[src/rtl/ahb_manager_pack.sv]
// Shared AHB manager types: transfer size, descriptor sequencer state and the
// registered burst descriptor.
package ahb_manager_pack;

    localparam int DESC_ADDR_WDT = 32;
    localparam int DESC_LEN_WDT  = 32;

    typedef enum logic [2:0] {
        HSIZE_BYTE  = 3'd0,
        HSIZE_HALF  = 3'd1,
        HSIZE_WORD  = 3'd2,
        HSIZE_DWORD = 3'd3
    } t_hsize;

    typedef enum logic [1:0] {
        DS_IDLE,
        DS_XFER,
        DS_DRAIN,
        DS_DONE
    } t_desc_seq_state;

    typedef struct packed {
        logic [DESC_ADDR_WDT-1:0] addr;
        logic [DESC_LEN_WDT-1:0]  len;
        t_hsize                   size;
        logic                     wr;
    } t_ahb_desc;

endpackage

[src/rtl/ahb_manager_desc_seq_if.sv]
// Sequencer <-> AHB manager user-interface bundle (command, write data, stall,
// read response). The master modport is the sequencer side.
interface ahb_manager_desc_seq_if #(
    parameter int DATA_WDT = 32,
    parameter int BEAT_WDT = 32
);
    logic                          o_idle;
    logic                          o_first_xfer;
    logic                          o_wr;
    logic                          o_rd;
    logic                          o_wr_data_dav;
    logic [31:0]                   o_addr;
    ahb_manager_pack::t_hsize      o_size;
    logic [BEAT_WDT-1:0]           o_min_len;
    logic [DATA_WDT-1:0]           o_wr_data;
    logic                          i_stall;
    logic [DATA_WDT-1:0]           i_rdata;
    logic                          i_rdav;

    modport master (
        output o_idle, o_first_xfer, o_wr, o_rd, o_wr_data_dav,
        output o_addr, o_size, o_min_len, o_wr_data,
        input  i_stall, i_rdata, i_rdav
    );

    modport slave (
        input  o_idle, o_first_xfer, o_wr, o_rd, o_wr_data_dav,
        input  o_addr, o_size, o_min_len, o_wr_data,
        output i_stall, i_rdata, i_rdav
    );
endinterface

[src/rtl/ahb_desc_seq_rsp_ctr.sv]
// Read response path: registers manager read data and counts responses.
// With AHB_DESC_SEQ_RD_CREDIT_EN it also reports outstanding read beats.
module ahb_desc_seq_rsp_ctr #(
    parameter int DATA_WDT = 32,
    parameter int BEAT_WDT = 32
) (
    input  logic                i_hclk,
    input  logic                i_hreset,
    input  logic                i_clr,
    input  logic                i_cnt_en,
    input  logic [DATA_WDT-1:0] i_rdata,
    input  logic                i_rdav,
`ifdef AHB_DESC_SEQ_RD_CREDIT_EN
    input  logic [BEAT_WDT-1:0] i_issue_cnt,
    output logic [BEAT_WDT-1:0] o_outstanding,
`endif
    output logic [DATA_WDT-1:0] o_rdata,
    output logic                o_rvalid,
    output logic [BEAT_WDT-1:0] o_rsp_cnt_d
);
    logic [BEAT_WDT-1:0] rsp_cnt_q, rsp_cnt_d;
    logic [DATA_WDT-1:0] rdata_q, rdata_d;
    logic                rvalid_q, rvalid_d;

    // A new descriptor clears the count even if a stray response lands that cycle.
    always_comb begin
        rsp_cnt_d = rsp_cnt_q;
        rdata_d   = i_rdata;
        rvalid_d  = i_rdav;
        if (i_clr) begin
            rsp_cnt_d = '0;
        end else if (i_cnt_en && i_rdav && (rsp_cnt_q != '1)) begin
            rsp_cnt_d = rsp_cnt_q + BEAT_WDT'(1);
        end
    end

    always_ff @(posedge i_hclk or posedge i_hreset) begin
        if (i_hreset) begin
            rsp_cnt_q <= '0;
            rdata_q   <= '0;
            rvalid_q  <= 1'b0;
        end else begin
            rsp_cnt_q <= rsp_cnt_d;
            rdata_q   <= rdata_d;
            rvalid_q  <= rvalid_d;
        end
    end

`ifdef AHB_DESC_SEQ_RD_CREDIT_EN
    assign o_outstanding = (i_issue_cnt >= rsp_cnt_q) ? (i_issue_cnt - rsp_cnt_q) : '0;
`endif

    assign o_rdata     = rdata_q;
    assign o_rvalid    = rvalid_q;
    assign o_rsp_cnt_d = rsp_cnt_d;

endmodule

[src/rtl/ahb_manager_desc_seq.sv]
// Descriptor sequencer feeding the AHB manager UI one beat at a time.
// Optional macro AHB_DESC_SEQ_RD_CREDIT_EN limits outstanding read beats to RD_CREDITS.
module ahb_manager_desc_seq
    import ahb_manager_pack::*;
#(
    parameter int DATA_WDT   = 32,
    parameter int BEAT_WDT   = 32,
    parameter int RD_CREDITS = 4
) (
    input  logic                  i_hclk,
    input  logic                  i_hreset,
    input  logic                  i_desc_valid,
    output logic                  o_desc_ready,
    input  logic [31:0]           i_desc_addr,
    input  logic [BEAT_WDT-1:0]   i_desc_len,
    input  t_hsize                i_desc_size,
    input  logic                  i_desc_wr,
    input  logic [DATA_WDT-1:0]   i_wdata,
    input  logic                  i_wvalid,
    output logic                  o_wready,
    ahb_manager_desc_seq_if.master ui,
    output logic [DATA_WDT-1:0]   o_rdata,
    output logic                  o_rvalid,
    output logic                  o_done,
    output logic                  o_busy
);
    t_desc_seq_state     state_q, state_d;
    t_ahb_desc           desc_q, desc_d;
    logic [BEAT_WDT-1:0] issue_q, issue_d;
    logic [BEAT_WDT-1:0] rsp_cnt_d;
    logic [BEAT_WDT-1:0] len_cur;
    logic                in_xfer, rd_gate, rd_cmd, wr_cmd, beat_acc, last_beat, rsp_clr;

    assign len_cur = BEAT_WDT'(desc_q.len);
    assign in_xfer = (state_q == DS_XFER);

`ifdef AHB_DESC_SEQ_RD_CREDIT_EN
    logic [BEAT_WDT-1:0] outstanding;
    assign rd_gate = (outstanding < BEAT_WDT'(RD_CREDITS));
`else
    assign rd_gate = 1'b1;
`endif

    assign rd_cmd    = in_xfer && !desc_q.wr && (issue_q < len_cur) && rd_gate;
    assign wr_cmd    = in_xfer && desc_q.wr;
    assign beat_acc  = !ui.i_stall && (rd_cmd || (wr_cmd && i_wvalid));
    assign last_beat = beat_acc && (issue_q == (len_cur - BEAT_WDT'(1)));

    // Next-state logic; a zero-length descriptor goes straight to DONE with no UI activity.
    always_comb begin
        state_d = state_q;
        desc_d  = desc_q;
        issue_d = issue_q;
        rsp_clr = 1'b0;
        case (state_q)
            DS_IDLE: begin
                if (i_desc_valid) begin
                    desc_d.addr = i_desc_addr;
                    desc_d.len  = DESC_LEN_WDT'(i_desc_len);
                    desc_d.size = i_desc_size;
                    desc_d.wr   = i_desc_wr;
                    issue_d     = '0;
                    rsp_clr     = 1'b1;
                    state_d     = (i_desc_len == '0) ? DS_DONE : DS_XFER;
                end
            end
            DS_XFER: begin
                if (beat_acc) begin
                    issue_d = issue_q + BEAT_WDT'(1);
                end
                if (last_beat) begin
                    if (desc_q.wr || (rsp_cnt_d == len_cur)) begin
                        state_d = DS_DONE;
                    end else begin
                        state_d = DS_DRAIN;
                    end
                end
            end
            DS_DRAIN: begin
                if (rsp_cnt_d == len_cur) begin
                    state_d = DS_DONE;
                end
            end
            DS_DONE: begin
                state_d = DS_IDLE;
            end
            default: begin
                state_d = DS_IDLE;
            end
        endcase
    end

    always_ff @(posedge i_hclk or posedge i_hreset) begin
        if (i_hreset) begin
            state_q <= DS_IDLE;
            desc_q  <= '0;
            issue_q <= '0;
        end else begin
            state_q <= state_d;
            desc_q  <= desc_d;
            issue_q <= issue_d;
        end
    end

    ahb_desc_seq_rsp_ctr #(
        .DATA_WDT (DATA_WDT),
        .BEAT_WDT (BEAT_WDT)
    ) u_rsp_ctr (
        .i_hclk        (i_hclk),
        .i_hreset      (i_hreset),
        .i_clr         (rsp_clr),
        .i_cnt_en      (!desc_q.wr),
        .i_rdata       (ui.i_rdata),
        .i_rdav        (ui.i_rdav),
`ifdef AHB_DESC_SEQ_RD_CREDIT_EN
        .i_issue_cnt   (issue_q),
        .o_outstanding (outstanding),
`endif
        .o_rdata       (o_rdata),
        .o_rvalid      (o_rvalid),
        .o_rsp_cnt_d   (rsp_cnt_d)
    );

    // Command fields come straight from the descriptor register, so they cannot move under stall.
    assign ui.o_idle        = !in_xfer;
    assign ui.o_first_xfer  = in_xfer && (issue_q == '0);
    assign ui.o_rd          = rd_cmd;
    assign ui.o_wr          = wr_cmd;
    assign ui.o_wr_data_dav = wr_cmd && i_wvalid;
    assign ui.o_wr_data     = wr_cmd ? i_wdata : '0;
    assign ui.o_addr        = desc_q.addr;
    assign ui.o_size        = desc_q.size;
    assign ui.o_min_len     = len_cur;

    assign o_wready     = wr_cmd && i_wvalid && !ui.i_stall;
    assign o_desc_ready = (state_q == DS_IDLE);
    assign o_busy       = (state_q != DS_IDLE);
    assign o_done       = (state_q == DS_DONE);

endmodule

[src/flat_wrapper.sv]
// flat-port wrapper written by rule: the top's interface ports become plain ports
module ahb_manager_desc_seq_flat import ahb_manager_pack::*;
#(
    parameter int DATA_WDT   = 32,
    parameter int BEAT_WDT   = 32,
    parameter int RD_CREDITS = 4
)
  (i_hclk, i_hreset, i_desc_valid, o_desc_ready, i_desc_addr, i_desc_len, i_desc_size, i_desc_wr, i_wdata, i_wvalid, o_wready, o_rdata, o_rvalid, o_done, o_busy, ui_o_idle, ui_o_first_xfer, ui_o_wr, ui_o_rd, ui_o_wr_data_dav, ui_o_addr, ui_o_size, ui_o_min_len, ui_o_wr_data, ui_i_stall, ui_i_rdata, ui_i_rdav);
  ahb_manager_desc_seq_if #(.DATA_WDT(DATA_WDT), .BEAT_WDT(BEAT_WDT)) ui_i ();
  input  logic i_hclk;
  input  logic i_hreset;
  input  logic i_desc_valid;
  output logic o_desc_ready;
  input  logic [31:0] i_desc_addr;
  input  logic [BEAT_WDT-1:0] i_desc_len;
  input  t_hsize i_desc_size;
  input  logic i_desc_wr;
  input  logic [DATA_WDT-1:0] i_wdata;
  input  logic i_wvalid;
  output logic o_wready;
  output logic [DATA_WDT-1:0] o_rdata;
  output logic o_rvalid;
  output logic o_done;
  output logic o_busy;
  output wire logic [$bits(ui_i.o_idle)-1:0] ui_o_idle;
  output wire logic [$bits(ui_i.o_first_xfer)-1:0] ui_o_first_xfer;
  output wire logic [$bits(ui_i.o_wr)-1:0] ui_o_wr;
  output wire logic [$bits(ui_i.o_rd)-1:0] ui_o_rd;
  output wire logic [$bits(ui_i.o_wr_data_dav)-1:0] ui_o_wr_data_dav;
  output wire logic [$bits(ui_i.o_addr)-1:0] ui_o_addr;
  output wire logic [$bits(ui_i.o_size)-1:0] ui_o_size;
  output wire logic [$bits(ui_i.o_min_len)-1:0] ui_o_min_len;
  output wire logic [$bits(ui_i.o_wr_data)-1:0] ui_o_wr_data;
  input wire logic [$bits(ui_i.i_stall)-1:0] ui_i_stall;
  input wire logic [$bits(ui_i.i_rdata)-1:0] ui_i_rdata;
  input wire logic [$bits(ui_i.i_rdav)-1:0] ui_i_rdav;
  assign ui_o_idle = ui_i.o_idle;
  assign ui_o_first_xfer = ui_i.o_first_xfer;
  assign ui_o_wr = ui_i.o_wr;
  assign ui_o_rd = ui_i.o_rd;
  assign ui_o_wr_data_dav = ui_i.o_wr_data_dav;
  assign ui_o_addr = ui_i.o_addr;
  assign ui_o_size = ui_i.o_size;
  assign ui_o_min_len = ui_i.o_min_len;
  assign ui_o_wr_data = ui_i.o_wr_data;
  assign ui_i.i_stall = ui_i_stall;
  assign ui_i.i_rdata = ui_i_rdata;
  assign ui_i.i_rdav = ui_i_rdav;
  ahb_manager_desc_seq #(.DATA_WDT(DATA_WDT), .BEAT_WDT(BEAT_WDT), .RD_CREDITS(RD_CREDITS)) u_core (.i_hclk(i_hclk), .i_hreset(i_hreset), .i_desc_valid(i_desc_valid), .o_desc_ready(o_desc_ready), .i_desc_addr(i_desc_addr), .i_desc_len(i_desc_len), .i_desc_size(i_desc_size), .i_desc_wr(i_desc_wr), .i_wdata(i_wdata), .i_wvalid(i_wvalid), .o_wready(o_wready), .ui(ui_i), .o_rdata(o_rdata), .o_rvalid(o_rvalid), .o_done(o_done), .o_busy(o_busy));
endmodule
[config.mk]
export PLATFORM = sky130hd
export DESIGN_NAME = ahb_manager_desc_seq_flat
export DESIGN_NICKNAME = d
export VERILOG_FILES = /design/src/rtl/ahb_manager_pack.sv /design/src/rtl/ahb_manager_desc_seq_if.sv /design/src/rtl/ahb_desc_seq_rsp_ctr.sv /design/src/rtl/ahb_manager_desc_seq.sv /design/src/flat_wrapper.sv
export SDC_FILE = /design/constraint.sdc
export NUM_CORES = 1
export LEC_CHECK = 0
export ABC_AREA = 1
export CAP_MARGIN = 20
export CORE_ASPECT_RATIO = 0.7
export CORE_UTILIZATION = 40
export CTS_CLUSTER_DIAMETER = 120
export DETAILED_ROUTE_END_ITERATION = 7
export PLACE_DENSITY_LB_ADDON = 0.3
export SYNTH_ARGS = -nofsm -noshare
export SYNTH_HDL_FRONTEND = slang
export SYNTH_HIERARCHICAL = 1
export SYNTH_SLANG_ARGS = --single-unit
[constraint.sdc]
create_clock -name i_hclk -period 3.6 [get_ports i_hclk]
set_input_delay 0.36 -clock i_hclk [delete_from_list [all_inputs] [get_ports i_hclk]]
set_output_delay 0.36 -clock i_hclk [all_outputs]
set_load 0.01 [all_outputs]
### Yosys cells after proc, flatten, opt, wreduce, memory -nomap -nowiden

Cells that the tools add are included.

* reduce and logical (&&, ||, !) cells: 23
* magnitude comparators: 1
* $add $sub $neg: 3
* equal/unequal tests: 10
* mux-type cells: 14

Operators by type and width (number)
* 32-bit 2-to-1 mux: 5
* 32-bit by 1-bit adder with 32-bit output (second input constant): 2
* 32-bit == test: 2
* 32-bit logical NOT: 2
* 32-bit one-hot mux with 2 select lines: 1
* 32-bit less-than comparator: 1
* 32-bit inequality test (second input constant): 1
* 32-bit by 1-bit subtractor with 32-bit output (second input constant): 1
* 1-bit logical AND: 10
* 2-bit 2-to-1 mux: 4
* 2-bit one-hot mux with 4 select lines: 1
* 2-bit inequality test (second input constant): 3
* 3-bit AND reduction: 2
* 2-bit == test (second input constant): 2
* 2-bit nonzero test: 2
* 1-bit logical NOT: 3
* 1-bit 2-to-1 mux: 3
* 2-bit by 1-bit == test with 1-bit output (second input constant): 1
* 2-bit logical NOT: 1
* 1-bit logical OR: 2
* 2-bit by 1-bit inequality test with 1-bit output (second input constant): 1
* 2-bit AND reduction: 1

* word-level logic and storage cells: 60
* flip-flop bits (word level): 167
* bits of input ports: 138
* output and inout port bits: 141

### Depth between registers and ports, before layout

* depth in word-level cells: 10
* gate-level depth with buffers: 23
* depth with buffers taken out: 22

### Hierarchy

Netlist, hierarchy kept.

By module, submodules not included
* ahb_manager_desc_seq: instances 1, cells each 1239, sequential area each 2552.4 um2, area an instance 8440.6 um2
* ahb_desc_seq_rsp_ctr: instances 1, cells each 363, sequential area each 1626.6 um2, area an instance 3054.2 um2

### Least setup slack after synthesis

No wires, ideal clock.

* kind: reg-to-reg
* start: register u_core.state_q[0]
* end: register u_core.state_q[0]
* cell stages (with the launch flop): 23
* path buffers: 4
* clock period less this slack: 3362 ps
* arrival time: 3245 ps
* required time: 3483 ps
* slack: 238 ps
* path through: dfrtp_1 inv_1 ha_1 nand2_1 inv_1 clkbuf_1 clkbuf_1 inv_1 buf_4 buf_4 nand2_1 nor2_1 or2_2 a211oi_1 nand2_1 nor2_1 nand2_1 nand2_1 nand2_1 a21oi_2 nand2_2 nand2_1 nand2_1

* longest elaborated chain between the ends: 8
* elaborated cells on any way between the ends: 22
* classes of those cells: eq/ne (7); mux (5); reduce/logical (10)

Ends and longest elaborated chain
* from (decl): line ahb_manager_desc_seq.sv:27 `t_desc_seq_state state_q, state_d;`
* from (signal assigned): line ahb_manager_desc_seq.sv:99 `state_q <= state_d;`
* 2-bit logical NOT (*)
* named net o_desc_ready: line flat_wrapper.sv:13 `output logic o_desc_ready;`
* 1-bit 2-to-1 mux (*): line ahb_manager_desc_seq.sv:55 `case (state_q)`
* named net u_core.rsp_clr: line ahb_manager_desc_seq.sv:32 `logic in_xfer, rd_gate, rd_cmd, wr_cmd, beat_acc, last_beat, rsp_clr;`
* 32-bit 2-to-1 mux (*): line ahb_desc_seq_rsp_ctr.sv:30 `if (i_clr) begin`
* named net u_core.rsp_cnt_d[21]: line ahb_manager_desc_seq.sv:30 `logic [BEAT_WDT-1:0] rsp_cnt_d;`
* 32-bit == test (*): line ahb_manager_desc_seq.sv:72, ahb_manager_desc_seq.sv:80
* 1-bit logical OR: line ahb_manager_desc_seq.sv:72 `if (desc_q.wr || (rsp_cnt_d == len_cur)) begin`
* 1-bit 2-to-1 mux: line ahb_manager_desc_seq.sv:72
* 2-bit 2-to-1 mux: line ahb_manager_desc_seq.sv:71 `if (last_beat) begin`
* 2-bit one-hot mux with 4 select lines: line ahb_manager_desc_seq.sv:55

The timed path passes the listed nets; every way through them passes the cells marked *. The select of a mux whose other input is x is not followed.
A chain may end at the register's enable or synchronous reset.

### Worst setup path in the final report

* start: register u_core.desc_q (netlist bit u_core/ui.o_min_len[3])
* end: output ui_o_rd

* longest elaborated chain between the ends: 2

Ends and longest elaborated chain
* from (decl): line ahb_manager_desc_seq.sv:28 `t_ahb_desc desc_q, desc_d;`
* from (signal assigned): line ahb_manager_desc_seq.sv:100 `desc_q <= desc_d;`
* 32-bit less-than comparator: line ahb_manager_desc_seq.sv:44 `assign rd_cmd = in_xfer && !desc_q.wr && (issue_q < len_cur) && rd_gate;`
* 1-bit logical AND: line ahb_manager_desc_seq.sv:44
* to (decl): line flat_wrapper.sv:28 `output wire logic [$bits(ui_i.o_rd)-1:0] ui_o_rd;`

No other way between the ends.

==> impl_metrics.env <==
export IMPL_initial_utilization_pct=41.03
export IMPL_grt_use_met1_pct=36.31
export IMPL_worst_path_most_repeated_cell="nand2_1"
export IMPL_required_ns=3.24
export IMPL_status="finished, final reports clean"
export IMPL_max_stage_delay_ns=0.66
export IMPL_grt_first_pass_wirelength_um=55370
export IMPL_post_cts_buffers=0
export IMPL_cts_clk_slew_worst_paths_ns=0.07
export IMPL_dp_hpwl_um=28070
export IMPL_worstReg2RegStart="u_core/u_rsp_ctr/rsp_cnt_q[0]"
export IMPL_hold_slack_ns=0.3332
export IMPL_drt_wl_total_um=35690
export IMPL_crit_chain="inv_2 -> ha_1 -> a21oi_1 -> o21ai_0 -> nand2_1 -> nand3_1 -> nand2_1 -> nand2_1 -> nand2_1 -> nand3_1 -> inv_1 -> clkdlybuf4s50_1"
export IMPL_setup_viol=0
export IMPL_gr_usage_met2_pct=36.63
export IMPL_gr_total_overflow=0
export IMPL_numCtsBuffers=17
export IMPL_crit_type="register to output pin"
export IMPL_end_kind="output pin"
export IMPL_synth_seq_cells=167
export IMPL_r2r_setup_slack_ns=0.37
export IMPL_startpoint_type="register"
export IMPL_io_pins=279
export IMPL_synthArstFlopShare_pct=100.0
export IMPL_drtPass1Iterations=6
export IMPL_ctsResizeCount=0
export IMPL_nNetsFinal=1981
export IMPL_ant_nets=0
export IMPL_worstSetupStartpoint="u_core/ui.o_min_len[3]"
export IMPL_cts_sinks=167
export IMPL_tightestPinTransition_ns=0.9344
export IMPL_place_congestion=0.9779
export IMPL_ir_drop_uv=317.9
export IMPL_post_place_ws_ns=0.2046
export IMPL_pwr_share_clk_pct=20.5
export IMPL_p_per_area_mw_per_mm2=623.2
export IMPL_drv_slew=0
export IMPL_via_per_inst=4.979
export IMPL_track_usage_pct=24.48
export IMPL_clk_path_buf_depth=2
export IMPL_hold_class="input pin to async pin"
export IMPL_syn_instance_count=1602
export IMPL_antenna_found_initial=0
export IMPL_drc=0
export IMPL_grt_busiest_layer="met2"
export IMPL_coreArea_mm2=0.02801
export IMPL_clk_latency_ns=0.44
export IMPL_drive_gt1_share_pct=8.811
export IMPL_r2r_cells=20
export IMPL_grt_pass1_vias=10140
export IMPL_fin_skew_ns=0.01046
export IMPL_dieWidth_um=204.6
export IMPL_die_h_um=143.8
export IMPL_seqPwrFrac_pct=32.0
export IMPL_cts_hold_buf=0
export IMPL_synthFlopType="dfrtp_1"
export IMPL_yosysUniqueCellTypes=42
export IMPL_synth_nets=1780
export IMPL_synth_edf_count=0
export IMPL_grt_max_degree=102
export IMPL_final_hold_violation_count=0
export IMPL_root_buffer="clkbuf_16"
export IMPL_r2r_end="u_core/state_q[0]"
export IMPL_syn2layout_area_growth_pct=28.82
export IMPL_cts_tree="built"
export IMPL_grtUsageMet3_pct=4.150
export IMPL_rsz0062_at_grt="no"
export IMPL_slowest_stage="dfrtp_1"
export IMPL_maxCapViolations=0
export IMPL_rows=51
export IMPL_intPower_mw=5.227
export IMPL_syn_area_mm2=0.01149
export IMPL_worst_ep_arrival_time_ns=2.94
export IMPL_dieArea_mm2=0.02943
export IMPL_diodes=0
export IMPL_worstPathMaxFanout=7
export IMPL_wl_per_cell_um=16.32
export IMPL_yosys_warnings=6
export IMPL_setup_tns_ns=0
export IMPL_post_route_min_period_ns=3.298
export IMPL_swShare_pct=43.36
export IMPL_drt_iter0_markers=898
export IMPL_max_freq_mhz=303.2
export IMPL_p_total_mw=9.228
export IMPL_ctsHtreeMaxLevel=4
export IMPL_synth_area_per_cell_um2=7.175
export IMPL_crit_end="ui_o_rd"
export IMPL_power_frac_comb_pct=47.5
export IMPL_fin_crit_sh_pct=91.60
export IMPL_finalWorstSetupSlack_ns=0.3023
export IMPL_relSlewSlack_pct=37.71
export IMPL_post_route_util_pct=52.86
export IMPL_vias=10890
export IMPL_p_sw_mw=4.001
export IMPL_power_leakage_nw=6.864
export IMPL_io_buffers=278
export IMPL_seq_area_frac_synth_pct=36.36
-- area by class of cell --
| class | count | area [µm²] |
|---|---|---|
| inverters | 165 | 624.3 |
| clock buffers | 17 | 425.4 |
| multi-input cells | 1148 | 5911 |
| flip-flops and latches | 167 | 4179 |
| clock inverters | 15 | 176.4 |
| fillers | 2686 | 13210 |
| repair buffers | 304 | 3028 |
| well taps | 371 | 464.2 |
-- worst min-delay path by stage --
| stage | end | cells past startpoint |
|---|---|---|
| after floorplan | u_core/u_rsp_ctr/o_rdata[0] | 0 |
| after global placement | u_core/ui.o_addr[11] | 2 |
| after detailed placement | u_core/ui.o_addr[29] | 2 |
| after CTS | u_core/u_rsp_ctr/rsp_cnt_q[2] | 2 |
| after global routing | u_core/u_rsp_ctr/o_rdata[16] | 1 |
| final | u_core/u_rsp_ctr/rsp_cnt_q[2] | 2 |
-- per-layer routing --
layer,wire (µm),vias to the layer above
met5,0,-
met4,427,0
met3,2690,32
met2,15440,401
met1,17140,5092
li1,-,5365
-- critical path: cells and delay by family (launching register included) --
family | cells | cell delay [ns]
buffers and inverters | 3 | 0.71
flip-flops | 1 | 0.66
AND/OR/NAND/NOR | 6 | 0.54
adder cells (fa/ha/maj) | 1 | 0.33
AO/OA/AOI/OAI | 2 | 0.26
-- synthesized netlist by cell type (23+ instances only) --
| master | number | area share (%) |
|---|---|---|
| a21oi_1 | 42 | 1.8 |
| buf_4 | 70 | 4.6 |
| clkbuf_1 | 27 | 0.88 |
| dfrtp_1 | 167 | 36 |
| ha_1 | 40 | 4.4 |
| inv_1 | 151 | 4.9 |
| nand2_1 | 465 | 15 |
| nand3_1 | 60 | 2.6 |
| nand4_1 | 24 | 1.3 |
| nor2_1 | 209 | 6.8 |
| nor4_1 | 23 | 1.3 |
| o21ai_0 | 66 | 2.9 |
| xnor2_1 | 24 | 1.8 |
| xor2_1 | 48 | 3.7 |
-- stage by stage --
stage / area [µm²] / std cells
6_report: 14810 / 2187
5_1_grt: 14810 / 2187
4_1_cts: 14810 / 2187
3_5_place_dp: 14210 / 2155
3_3_place_gp: 14210 / 2155
2_1_floorplan: 11490 / 1602
-- sequential cells by signal, indices dropped and copies added, names as in the netlist --
| name | cells |
|---|---|
| u_core/u_rsp_ctr/o_rvalid | 1 |
| u_core/state_q | 2 |
| u_core/desc_q | 1 |
| u_core/ui.o_addr | 32 |
| u_core/u_rsp_ctr/rsp_cnt_q | 32 |
| u_core/ui.o_min_len | 32 |
| u_core/u_rsp_ctr/o_rdata | 32 |
| u_core/issue_q | 32 |
| u_core/ui.o_size | 3 |
-- cell usage in the layout, fill, tap and decap left out, types with 12 or more instances in the layout --
cell type	synthesis	routed
nor2_2	13	13
a21oi_1	42	42
nand4_1	24	24
inv_1	151	148
o21ai_1	12	12
nor4_1	23	23
nor3_1	20	20
dfrtp_1	167	167
ha_1	40	40
nand2_1	465	465
xnor2_1	24	24
nand3_2	19	19
nor2_1	209	209
clkdlybuf4s50_1	0	278
inv_2	13	15
clkbuf_16	0	17
xor2_1	48	48
o21ai_0	66	66
buf_4	70	22
or2_2	21	21
nand3_1	60	60
-- power groups by stage --
stage,sequential [mW],combinational (mW),clock (mW)
finish,2.95,4.38,1.89
detailed placement,2.97,4.36,0
global route,3.00,4.84,2.02
global placement,2.96,4.30,0
CTS,2.95,4.39,1.95
floorplan,2.70,3.08,0
-- logic make-up after synthesis --
family	synth area share, %
simple gates	35.57
buf+inv	12.22
flops	36.36
compound gates	5.813
xor+xnor	5.682
fa+ha+maj	4.354
Power figures use the tool's default switching activity.
